[config.mk]
export PLATFORM = sky130hd
export DESIGN_NAME = shift_mode_seq
export DESIGN_NICKNAME = d
export VERILOG_FILES = /design/src/rtl/shift_mode_seq.sv
export SDC_FILE = /design/constraint.sdc
export NUM_CORES = 1
export LEC_CHECK = 0
export CAP_MARGIN = 20
export CORE_MARGIN = 3
export CORE_UTILIZATION = 43
export DETAILED_ROUTE_END_ITERATION = 7
export GPL_TIMING_DRIVEN = 0
export PLACE_DENSITY_LB_ADDON = 0.3
export SLEW_MARGIN = 20
export SYNTH_ARGS = -nofsm -noshare
export SYNTH_HDL_FRONTEND = slang
export SYNTH_SLANG_ARGS = --single-unit
export TNS_END_PERCENT = 50
[constraint.sdc]
create_clock -name clk -period 2.1 [get_ports clk]
set_input_delay 0.21 -clock clk [delete_from_list [all_inputs] [get_ports clk]]
set_output_delay 0.21 -clock clk [all_outputs]
set_load 0.1 [all_outputs]
[src/rtl/shift_mode_seq.sv]
// rtl/shift_mode_seq.sv - command sequencer driving the shift-mode select mux and shift enable
// Accepts {mode, count} commands, validates mode, then issues count shift_en cycles.
module shift_mode_seq #(
  parameter int CNT_W = 8
) (
  input  logic             clk,
  input  logic             rst_n,
  input  logic             cmd_valid,
  output logic             cmd_ready,
  input  logic [2:0]       cmd_mode,
  input  logic [CNT_W-1:0] cmd_count,
  input  logic             abort,
  output logic [2:0]       sel,
  output logic             shift_en,
  output logic             busy,
  output logic [CNT_W-1:0] remaining,
  output logic             done,
  output logic             err,
  output logic             aborted
);

  typedef enum logic [0:0] {
    IDLE = 1'b0,
    RUN  = 1'b1
  } state_t;

  localparam logic [2:0]       MODE_MAX = 3'b100;
  localparam logic [CNT_W-1:0] CNT_ZERO = '0;
  localparam logic [CNT_W-1:0] CNT_ONE  = {{(CNT_W-1){1'b0}}, 1'b1};

  state_t state;
  logic   accept;
  logic   mode_legal;
  logic   last_shift;

  assign cmd_ready  = (state == IDLE);
  assign busy       = (state == RUN);
  assign accept     = cmd_valid && cmd_ready;
  assign mode_legal = (cmd_mode <= MODE_MAX);
  assign last_shift = (remaining == CNT_ONE);

  always_ff @(posedge clk) begin
    if (!rst_n) begin
      state     <= IDLE;
      sel       <= 3'b000;
      shift_en  <= 1'b0;
      remaining <= CNT_ZERO;
      done      <= 1'b0;
      err       <= 1'b0;
      aborted   <= 1'b0;
    end else begin
      done    <= 1'b0;
      err     <= 1'b0;
      aborted <= 1'b0;
      case (state)
        IDLE: begin
          // abort is deliberately ignored here, even on an accepting edge
          if (accept) begin
            if (!mode_legal) begin
              err <= 1'b1;
            end else begin
              sel <= cmd_mode;
              if (cmd_count == CNT_ZERO) begin
                done <= 1'b1;
              end else begin
                remaining <= cmd_count;
                shift_en  <= 1'b1;
                state     <= RUN;
              end
            end
          end
        end
        RUN: begin
          // completion takes priority over a coincident abort on the final shift
          if (last_shift) begin
            shift_en  <= 1'b0;
            remaining <= CNT_ZERO;
            done      <= 1'b1;
            state     <= IDLE;
          end else if (abort) begin
            shift_en  <= 1'b0;
            remaining <= CNT_ZERO;
            aborted   <= 1'b1;
            state     <= IDLE;
          end else begin
            remaining <= remaining - CNT_ONE;
          end
        end
        default: begin
          state    <= IDLE;
          shift_en <= 1'b0;
        end
      endcase
    end
  end

endmodule
## Yosys cells after proc, flatten, opt, wreduce, memory -nomap -nowiden

Index checks and enable logic that the tools add are counted.

| storage, ports and cells | value |
|---|---|
| register bits after elaboration | 16 |
| bits of input ports | 15 |

| cells by class | value |
|---|---|
| equality and inequality tests | 5 |
| reduce and logical (&&, ||, !) cells | 7 |
| muxes and demuxes | 25 |
| add/subtract/negate cells | 1 |
| magnitude comparators | 1 |
| bitwise logic cells | 3 |

Operator list:

| cell | number |
|---|---|
| $mux 8 | 5 |
| $mux 1 | 16 |
| $pmux 8 s2 | 1 |
| $eq 8x1->1 const B | 1 |
| $logic_not 8->1 | 1 |
| $sub 8x1->8 const B | 1 |
| $pmux 1 s2 | 3 |
| $reduce_and 3->1 | 2 |
| $reduce_or 3->1 | 2 |
| $ne 2x1->1 const B | 2 |
| $reduce_and 4->1 | 1 |
| $le 3x3->1 const B | 1 |
| $ne 3x2->1 const B | 1 |
| $not 1->1 | 3 |
| $ne 2x2->1 const B | 1 |
| $logic_and 1x1->1 | 1 |

## Depth between registers and ports, before layout

| logic depth | value |
|---|---|
| depth in word-level cells | 5 |
| gate-level depth with buffers | 6 |
| depth with buffers taken out | 6 |

## Worst setup path before layout

OpenSTA, ideal clock, no wires.

| timing path | value |
|---|---|
| path kind | reg2reg |
| from | register state, in the netlist busy |
| to | register remaining[5] |
| library setup time | 0.117 ns |
| required time | 1.983 ns |
| cell stages (with the launch flop) | 5 |
| clock period less this slack | 2.733 ns |
| arrival | 2.615 ns |
| path slack | -0.633 ns |
| buffers on the path | 1 |
| cells stage by stage | dfxtp_1 > buf_6 > clkinv_1 > a32o_1 > a32o_1 |

| on the way | value |
|---|---|
| word-level cells in the longest chain between the ends | 4 |
| elaborated cells between the ends (all ways) | 7 |
| classes of those cells | 3 x eq/ne; 1 x mux; 1 x bitwise; 2 x reduce/logical |

Ends and longest elaborated chain:

| element | RTL line | RTL |
|---|---|---|
| start, declared | 31 | `state_t state;` |
| start signal, assigned | 44 | `state <= IDLE;` |
| start signal, assigned | 68 | `state <= RUN;` |
| start signal, assigned | 79 | `state <= IDLE;` |
| $not 1->1 (no line) (*) | n/a |  |
| via cmd_ready | 9 | `output logic cmd_ready,` |
| $logic_and 1x1->1 | 38 | `assign accept = cmd_valid && cmd_ready;` |
| $ne 2x1->1 (no line) | n/a |  |
| $reduce_and 3->1 (no line) | n/a |  |
| end signal, assigned | 66 | `remaining <= cmd_count;` |
| end signal, assigned | 86 | `remaining <= remaining - CNT_ONE;` |
| end, declared | 16 | `output logic [CNT_W-1:0] remaining,` |

The timed path passes the listed nets; every way through them passes the cells marked *.
A chain may end at the register's enable or synchronous reset.

## Worst setup path in the final report

| timing path | value |
|---|---|
| from | register remaining[1] |
| to | output remaining[1] |

No word-level cell between the ends.

==> metrics.txt <==
status=finished clean; Main synth FF type=dfxtp_1; Setup TNS Final=0 ns; CP startpoint kind=flop; minimum clock period=2.046 ns; DP HPWL=1929 um; Static Leak=0.0005339 uW; CP Depth=1; Synth area leaders=dfxtp_1, nor2_1, a21oi_1; diodes inserted=0; top-count cell post-synth=dfxtp_1; worst-case clock buffer depth=2; Port Buffers=31; post-CTS setup buffer count=0; Max stage delay on crit path=1.16 ns; Worst Path Arrival=1.84 ns; top cells by count, synth=dfxtp_1, nor2_1, a21oi_1, inv_1, nor3_1; Hold Path Stages=2; total gr overflow=0; CTS Sinks=16; routability cong.=0.9341; CTS tree=built; Worst Setup End Kind=primary output; root buf cell=clkbuf_4; DR pass1 iterations=4; power per standard cell area=726.1 nW/um^2; Clock Latency Late Sink=0.29 ns; worst reg-to-reg setup slack=0.22 ns; die extent in y=51.65 um; worst slew pin tran=0.9779 ns; Setup Viol. Count Final=0; post-layout util=68.91%; Initial DRC Count=49; initial antenna violation count=0; Reg clk slew, reported paths=0.08 ns; ys async rst share=0%; critical path peak fanout=7; WHS=0.5045 ns; CP max-delay cell=clkdlybuf4s50_1; top-area cell type share of the netlist area=35.75%; Req. time, crit path=1.89 ns; vias in the first global route=947; RSZ-0062 raised after global routing=no; post-synthesis cell count=106; full die area=2667 um^2; fmax=488.8 MHz; CP Launch Point=remaining[1]$_SDFFE_PN0P_; fraction of layout cells with a size suffix above 1=11.43%; hold path startpoint=sel[0]$_SDFFE_PN0P_; Setup WS pre-CTS=-0.1096 ns; Layout fillers=153; WL final=2546 um; first-pass GRT wire length=4388 um; Area Growth Syn to Fin=41.48%; DR WL/cell=15.43 um; Starting Density=48.71%; pin count of the biggest net entering global routing=11; DRC Markers=0; Max-Slew Margin vs Limit=34.60%; Avg Cell Area, Syn=8.452 um^2; crit share post-route=97.42%; CP cell instances=clkdlybuf4s50_1; CTS H-tree lvls=1; Fin. Hold Viols=0; RR Startpoint=remaining[0]$_SDFFE_PN0P_; CTS Hold Bufs=0; MaxCap Viol Count=0; R2R depth=5; hold endpoint=sel[0]$_SDFFE_PN0P_; Largest delay share family, worst path=buffers and inverters; worst setup path class=reg2out; post-synth cell types=37; Global Route Usage Sum=21.67%; Max Clock Skew=0.01304 ns; post-synthesis sequential area ratio=35.75%; Ports=32; via count=990; worst reg2reg endpoint=remaining[4]$_SDFFE_PN0P_; cell taking the most area after synthesis=dfxtp_1; ANT nets after route=0; setup ws final=0.05427 ns; Final Max Slew Viols=0; maximum vdd drop=0.5145 mV; Final Power=920.3 uW; Die X-Extent=51.65 um; cts bufs inserted=3; Buf/Inv on CP=1; core area=1839 um^2; number of synthesized register bits=16; nets=159; num rows=15; Yosys warnings=0; Synth Cell Area=895.9 um^2; EDFF count, synth=0; Hold Crit Class=reg2reg; via/cell ratio=6.000; Post-Syn Nets=123
==> worst min-delay path, cell delays in order, from the launching register on <==
cell	delay, ns
dfxtp_1	0.33
mux2i_1	0.07
nor2_1	0.08
==> layer usage <==
metal	wire length [um]	vias up	share of wire (%)	GRT usage, %
li1	-	478	-	-
met4	12	0	0.47	5.240
met1	1124	448	44	29.56
met5	0	-	0	0
met3	232	2	9.1	7.450
met2	1176	62	46	32.63
==> cells in the final DEF (no fill, tap or decap), types with 2 or more instances in the layout <==
cell              n
o21a_1            2
clkbuf_4          3
and2_1            2
nor4_1            3
nor2_1           12
o32ai_1           3
o221a_2           2
o21ai_0           3
a32oi_1           4
a2bb2oi_1         3
clkdlybuf4s50_1  24
a32o_1            3
inv_1             7
nand2_1           5
nor3_1            6
dlygate4sd2_1     4
dfxtp_1          13
ha_1              2
a21oi_1           8
a21o_1            2
dfxtp_2           3
nand2b_1          2
dlymetal6s2s_1    3
mux2i_1           2
==> kinds of logic (layout without fill, tap and decap cells) <==
kind of cell             Yosys count  in the layout  synth area share, %
flip-flops                        16             16                35.75
AO/OA/AOI/OAI                     35             35                29.89
adder cells (fa/ha/maj)            2              2                2.793
AND/OR/NAND/NOR                   39             39                22.91
multiplexers                       2              2                2.235
buffers and inverters             12             46                6.425
==> registers in the layout, summed over array words and instances (netlist names) <==
signal     flops
done           1
sel            3
remaining      8
err            1
busy           1
shift_en       1
aborted        1
==> stage by stage <==
stage	std cells	area, um^2
after global routing	165	1267
after floorplan	106	900.9
after CTS	165	1260
after global placement	162	1242
after detailed placement	162	1242
final	165	1267
==> power breakdown <==
group / internal (uW) / switching [uW] / total (uW) / leakage [uW]
Sequential: 327 / 26.1 / 353 / 0.000132
Combinational: 128 / 281 / 408 / 0.000388
Clock: 66.6 / 92.3 / 159 / 0.0000138
Total: 521 / 399 / 920 / 0.000534
==> worst max-delay path by stage <==
stage	slack, ns	to
after floorplan	-0.08	remaining[6]$_SDFFE_PN0P_
after global placement	-0.11	remaining[6]$_SDFFE_PN0P_
after detailed placement	-0.11	remaining[6]$_SDFFE_PN0P_
after CTS	0.001	remaining[0]
after global routing	0.007	remaining[1]
final	0.05	remaining[1]
==> cell type report <==
type,instances,area (um^2),area share (%)
flip-flops and latches,16,324.1,25.57
plain buffers,3,23.77,1.876
clock buffers,3,22.52,1.777
repair buffers,31,312.8,24.68
multi-input cells,78,518.0,40.87
well taps,25,31.28,2.468
inverters,9,35.03,2.764
==> what timing repair did <==
action | 4_1_cts | 5_1_grt
gates resized for setup | 4 | 3
cloned | 0 | 0
endpoints found under the setup margin | 4 | 3
(Power assumes the default switching activity.)
